--- src/rtl/pipe_stage_buf.sv ---
// pipe_stage_buf: a pipeline stage buffer with valid/ready handshakes on both
// sides, two entries of storage and a synchronous flush.
// The main entry drives the output. The skid entry catches a bundle that
// arrives while the head is stalled. in_ready_o comes only from the skid
// flag, so there is no combinational path from out_ready_i to in_ready_o.
// Optional feature macro: PIPE_STAGE_PERF_EN adds the stall and flush
// performance counters. When the macro is undefined, both counter ports are
// tied to zero.
module pipe_stage_buf #(
    parameter int DATA_W = 336,
    parameter int CNT_W  = 16
) (
    input  logic              clk,
    input  logic              rst_n,
    input  logic              flush_i,
    input  logic              in_valid_i,
    output logic              in_ready_o,
    input  logic [DATA_W-1:0] in_data_i,
    output logic              out_valid_o,
    input  logic              out_ready_i,
    output logic [DATA_W-1:0] out_data_o,
    output logic [1:0]        occ_o,
    output logic [CNT_W-1:0]  stall_cnt_o,
    output logic [CNT_W-1:0]  flush_cnt_o
);

    logic              r_main_v;
    logic              r_skid_v;
    logic [DATA_W-1:0] r_main_d;
    logic [DATA_W-1:0] r_skid_d;

    logic              w_main_v_next;
    logic              w_skid_v_next;
    logic [DATA_W-1:0] w_main_d_next;
    logic [DATA_W-1:0] w_skid_d_next;

    logic              w_acc;
    logic              w_pop;
    logic [1:0]        w_occ;

    assign w_acc = in_valid_i & ~r_skid_v;
    assign w_pop = r_main_v & out_ready_i;
    assign w_occ = {r_main_v & r_skid_v, r_main_v ^ r_skid_v};

    assign in_ready_o  = ~r_skid_v;
    assign out_valid_o = r_main_v;
    assign out_data_o  = r_main_d;
    assign occ_o       = w_occ;

    // Next-state selection: flush wins, then the per-occupancy update rules
    always_comb begin
        w_main_v_next = r_main_v;
        w_skid_v_next = r_skid_v;
        w_main_d_next = r_main_d;
        w_skid_d_next = r_skid_d;
        if (flush_i) begin
            // Data registers are left untouched; only the valid flags drop
            w_main_v_next = 1'b0;
            w_skid_v_next = 1'b0;
        end else begin
            case ({r_main_v, r_skid_v})
                2'b00: begin
                    if (w_acc) begin
                        w_main_d_next = in_data_i;
                        w_main_v_next = 1'b1;
                    end
                end
                2'b10: begin
                    if (w_acc && w_pop) begin
                        w_main_d_next = in_data_i;
                    end else if (w_acc) begin
                        w_skid_d_next = in_data_i;
                        w_skid_v_next = 1'b1;
                    end else if (w_pop) begin
                        w_main_v_next = 1'b0;
                    end
                end
                2'b11: begin
                    // Skid only fills behind a valid head, so promote it on pop
                    if (w_pop) begin
                        w_main_d_next = r_skid_d;
                        w_skid_v_next = 1'b0;
                    end
                end
                default: begin
                    // Skid without main cannot occur; hold
                end
            endcase
        end
    end

    // Storage registers, dropped asynchronously on reset
    always_ff @(posedge clk or negedge rst_n) begin
        if (!rst_n) begin
            r_main_v <= 1'b0;
            r_skid_v <= 1'b0;
            r_main_d <= '0;
            r_skid_d <= '0;
        end else begin
            r_main_v <= w_main_v_next;
            r_skid_v <= w_skid_v_next;
            r_main_d <= w_main_d_next;
            r_skid_d <= w_skid_d_next;
        end
    end

`ifdef PIPE_STAGE_PERF_EN
    logic [CNT_W-1:0] r_stall_cnt;
    logic [CNT_W-1:0] r_flush_cnt;
    logic [CNT_W:0]   w_flush_sum;

    assign w_flush_sum = {1'b0, r_flush_cnt} + {{(CNT_W-1){1'b0}}, w_occ};

    // Saturating counters for head-stall cycles and squashed entries
    always_ff @(posedge clk or negedge rst_n) begin
        if (!rst_n) begin
            r_stall_cnt <= '0;
            r_flush_cnt <= '0;
        end else begin
            if (r_main_v && !out_ready_i && !flush_i && (r_stall_cnt != '1)) begin
                r_stall_cnt <= r_stall_cnt + 1'b1;
            end
            if (flush_i) begin
                r_flush_cnt <= w_flush_sum[CNT_W] ? '1 : w_flush_sum[CNT_W-1:0];
            end
        end
    end

    assign stall_cnt_o = r_stall_cnt;
    assign flush_cnt_o = r_flush_cnt;
`else
    assign stall_cnt_o = '0;
    assign flush_cnt_o = '0;
`endif

endmodule

--- config.mk ---
export PLATFORM = sky130hd
export DESIGN_NAME = pipe_stage_buf
export DESIGN_NICKNAME = d
export VERILOG_FILES = /design/src/rtl/pipe_stage_buf.sv
export SDC_FILE = /design/constraint.sdc
export NUM_CORES = 1
export LEC_CHECK = 0
export CAP_MARGIN = 20
export CORE_AREA = 2 2 280 282
export DETAILED_ROUTE_END_ITERATION = 8
export DIE_AREA = 0 0 282 284
export PLACE_DENSITY = 0.77
export SYNTH_ARGS = -nofsm -noshare
export SYNTH_HDL_FRONTEND = slang
export SYNTH_SLANG_ARGS = --single-unit
--- constraint.sdc ---
create_clock -name clk -period 1.8 [get_ports clk]
set_input_delay 0.27 -clock clk [delete_from_list [all_inputs] [get_ports clk]]
set_output_delay 0.27 -clock clk [all_outputs]
set_load 0.005 [all_outputs]
* Word-level counts from Yosys, hierarchy flattened
Index checks and enable logic that the tools add are counted.
Storage, ports and cells: register bits after elaboration 674, input bits 341, output and inout port bits 372
Operators by class: reduce and logical (&&, ||, !) cells 9, multiplexer cells 13, equal/unequal tests 11, bitwise logic cells 7
Operators with widths (number):
- $mux W336 | 3
- $pmux W336 S3 | 1
- $ne A3 B3 Y1 const B | 6
- $reduce_and A5 Y1 | 2
- $reduce_bool A3 Y1 | 3
- $reduce_and A4 Y1 | 2
- $mux W1 | 7
- $ne A2 B2 Y1 const B | 3
- $eq A2 B2 Y1 const B | 2
- $pmux W1 S2 | 2
- $and A1 B1 Y1 | 3
- $not A1 Y1 | 3
- $logic_not A2 Y1 | 1
- $logic_and A1 B1 Y1 | 1
- $xor A1 B1 Y1 | 1

* Longest topological paths before layout
word-level depth 6, depth in mapped cells 9

* Worst setup path after synthesis
Ideal clock, no wire load.
path type reg2reg, start point register r_main_v, in the netlist out_valid_o, end point register r_main_d[151], in the netlist out_data_o[151], period minus slack after synthesis 1.900 ns, required time 1.677 ns, cell stages (with the launch flop) 10, path buffers 3, setup time 0.123 ns, setup slack -0.100 ns, arrival 1.777 ns, path through dfrtp_1 inv_1 ha_1 or2_1 a221oi_2 and2_1 buf_2 buf_6 buf_4 a21oi_1
On the way: word-level cells in the longest chain between the ends 4, elaborated cells on any way between the ends 11
Ends and longest elaborated chain:
- from (decl) | line 27 | logic r_main_v;
- from (signal assigned) | line 100 | r_main_v <= w_main_v_next;
- $and A1 B1 Y1 | line 42 | assign w_pop = r_main_v & out_ready_i;
- $logic_and A1 B1 Y1 | line 69 | if (w_acc && w_pop) begin
- $ne A2 B2 Y1 (no source line)
- $reduce_and A5 Y1 (no source line)
- to (signal assigned) | line 102 | r_main_d <= w_main_d_next;
- to (decl) | line 29 | logic [DATA_W-1:0] r_main_d;
Several ways; a longest one is shown, not always the timed one. A chain may end at the register's enable or synchronous reset.

* Final worst setup path
start point register r_skid_v, end point register r_main_d[85], in the netlist out_data_o[85]
On the way: word-level cells in the longest chain between the ends 5, elaborated cells on any way between the ends 12
Ends and longest elaborated chain:
- from (decl) | line 28 | logic r_skid_v;
- from (signal assigned) | line 101 | r_skid_v <= w_skid_v_next;
- $not A1 Y1 | line 41 | assign w_acc = in_valid_i & ~r_skid_v;
- $and A1 B1 Y1 | line 41
- $logic_and A1 B1 Y1 | line 69
- $ne A2 B2 Y1 (no source line)
- $reduce_and A5 Y1 (no source line)
Several ways; a longest one is shown, not always the timed one.

==> flow_metrics.py <==
metrics = {
    "sta": {
        "hold_viol_final": 0,
        "rsz0062_at_grt": "yes",
        "fmax_mhz": 456.2,
        "finClkSkew_ns": 0.02759,
        "timing.final.crit_share_pct": 121.8,
        "setup-violations-final": 703,
        "finalWorstSetupSlack_ns": -0.3920,
        "finalMaxSlewViolations": 0,
        "tns_ns": -167.29,
        "fin_crit_ns": 2.192,
    },
    "power_and_ir_drop": {
        "p_leak_nw": 16.86,
        "netSwitchingPower_mw": 21.92,
        "finalPower_mw": 69.83,
        "internal-power_mw": 47.91,
        "pwr-share-seq_pct": 38.7,
        "ir_worst_vdd_mv": 1.046,
        "switching_share_pct": 31.39,
        "p_per_area_nw_per_um2": 1678,
        "clock_power_share_pct": 23.9,
        "pwr-share-comb_pct": 37.4,
    },
    "synth": {
        "synth_warnings": 0,
        "syn_inst": 2259,
        "syn_area_per_cell_um2": 12.71,
        "yosysUniqueCellTypes": 25,
        "yosysSeqAreaShare_pct": 58.74,
        "ys_ff_latch": 674,
        "netlist_area_um2": 28720,
    },
    "die": {
        "initial_core_util_pct": 37.31,
        "die_w_um": 282,
        "dieHeight_um": 284,
        "rows": 102,
        "coreArea_um2": 76960,
        "dieArea_um2": 80090,
        "io_pins": 713,
    },
    "grt": {
        "grt_pass1_vias": 22496,
        "grt_max_degree": 86,
        "grt_overflow": 0,
        "grt_pass1_wl_um": 133000,
        "antenna_found_initial": 14,
        "grt_usage_pct": 21.42,
    },
    "drt": {
        "drc": 0,
        "wirelength_um": 89400,
        "dr.pass1.iters": 5,
        "wire_per_inst_um": 21.53,
        "antenna_left": 0,
        "route.vias.total": 21775,
        "avgViaCountPerCell": 5.243,
        "drt_iter0_markers": 1153,
    },
    "final_layout": {
        "n_fill_cell": 6314,
        "multi_input_area_um2": 11000,
        "mostFrequentLayoutCells": "clkdlybuf4s50_1 (676), dfrtp_1 (674), a21oi_1 (643)",
        "fin_area_um2": 41620,
        "drive_above_1_share_pct": 23.29,
        "final_common_cell": "clkdlybuf4s50_1",
        "nets": 3390,
        "syn_to_final_growth_pct": 44.93,
        "regArea_um2": 16870,
    },
    "run": {
        "cap_violations": 0,
    },
    "clock_tree": {
        "cts_tree": "done",
        "clockBufferDepth": 3,
        "htreeDepth": 3,
        "clkSlewWorstSetupHoldPaths_ns": 0.06,
        "clock_sinks": 674,
        "numCtsBuffers": 75,
        "root_buffer": "clkbuf_16",
        "clk-insertion-delay-late_ns": 0.61,
    },
    "setup_path": {
        "path_class": "register to register",
        "path_max_fanout": 24,
        "r2r-start": "r_skid_v",
        "startpoint_type": "register",
        "critPathArrivalTime_ns": 2.68,
        "end_kind": "register",
        "r2r_end": "out_data_o[85]",
        "reg2reg_depth": 9,
        "reg2reg_slack_ns": -0.39,
        "required_ns": 2.29,
    },
    "place": {
        "dpl.hpwl_um": 60340,
        "gp_congestion": 0.8204,
        "dpl_cell_area_um2": 37950,
        "place_ws_ns": -0.4119,
        "port_buffers": 680,
    },
    "min_path": {
        "hold_class": "primary input to asynchronous set/reset pin",
    },
    "outcome": {
        "outcome": "complete, but fails checks",
        "failed_checks": "setup timing",
    },
}
## per-stage QoR
step	hold slack, ns	cells	utilization (%)
global placement	0.2371	3977	49.32
finish	0.2703	4153	54.08
CTS	0.1908	4136	53.67
floorplan	-0.02559	2290	-
global route	0.2442	4153	54.08
detailed placement	0.2440	3977	49.32
## routing by layer
metal | wire length [um] | up-vias | global-route usage [%] | part of all wire (%)
li1 | - | 9688 | - | -
met1 | 35060 | 11078 | 26.01 | 39
met2 | 44230 | 841 | 36.00 | 49
met3 | 6812 | 162 | 5.253 | 7.6
met4 | 3262 | 6 | 9.335 | 3.6
met5 | 40 | - | 0 | 0.045
## critical path: stages, from the launching register on
cell,delay [ns]
dfrtp_1,0.40
buf_6,0.13
ha_4,0.15
or2_4,0.24
a221oi_4,0.23
buf_6,0.15
and2_4,0.21
buf_12,0.20
buf_16,0.20
a21oi_1,0.09
## power by group through the flow
stage | sequential (mW) | clock (mW) | combinational, mW
final | 27.0 | 16.7 | 26.1
after global routing | 27.7 | 17.7 | 28.1
after CTS | 26.9 | 17.1 | 25.8
after detailed placement | 27.0 | 0 | 24.8
after global placement | 26.7 | 0 | 24.1
after floorplan | 26.1 | 0 | 11.2
## area by class of cell
cell class	count	area share (%)
Sequential cell	674	40.53
Antenna cell	8	0.04810
Clock inverter	31	1.185
Tap cell	1040	3.127
Inverter	2	0.02405
Clock buffer	106	5.373
Timing Repair Buffer	896	23.29
Multi-Input combinational cell	1396	26.43
## sequential cells by signal (all words and copies together) (netlist names)
| name | count |
|---|---|
| out_valid_o | 1 |
| r_skid_d | 336 |
| out_data_o | 336 |
| r_skid_v | 1 |
## cells in the mapped netlist
master	instances	area share, %
nand3b_1	1	0.026
a21oi_1	672	12
or2_1	1	0.022
clkbuf_1	51	0.67
inv_1	2	0.026
conb_1	1	0.013
o21a_1	1	0.026
nand2_1	2	0.026
a221oi_1	1	0.031
a31oi_1	1	0.022
o21ai_1	1	0.017
and2_1	1	0.022
mux2_2	336	13
a221oi_2	1	0.052
buf_6	1	0.039
mux2i_1	336	12
buf_1	4	0.052
buf_2	105	1.8
nand3_1	2	0.035
nor2_1	2	0.026
buf_4	57	1.5
nand2b_4	1	0.048
dfrtp_1	674	59
ha_1	4	0.17
o21ai_0	1	0.017
## repair_timing
item / 4_1_cts / 5_1_grt
resized for setup: 59 / 33
hold endpoints to repair: 237 / 0
endpoints found under the setup margin: 883 / 942
hold buffers: 1 / 0
pin swaps: 2 / 1
setup buffers: 11 / 5
gates cloned: 10 / 4
## logic make-up (layout without fill, tap and decap cells)
kind of cell	after synthesis	after routing	share of synthesized area (%)
flip-flops	674	674	58.74
AO/OA/AOI/OAI	678	678	11.88
adder cells (fa/ha/maj)	4	4	0.1743
other	1	40	0.01306
multiplexers	672	672	24.89
AND/OR/NAND/NOR	10	10	0.2048
buffers and inverters	220	1035	4.105
## how the worst max path moves through the flow
stage	to	start
3_5_place_dp	out_data_o[168]	out_ready_i
5_1_grt	out_data_o[137]	r_skid_v
2_1_floorplan	out_data_o[162]	out_valid_o
4_1_cts	out_data_o[83]	r_skid_v
6_report	out_data_o[85]	r_skid_v
3_3_place_gp	out_data_o[161]	flush_i
(Power assumes the default switching activity.)
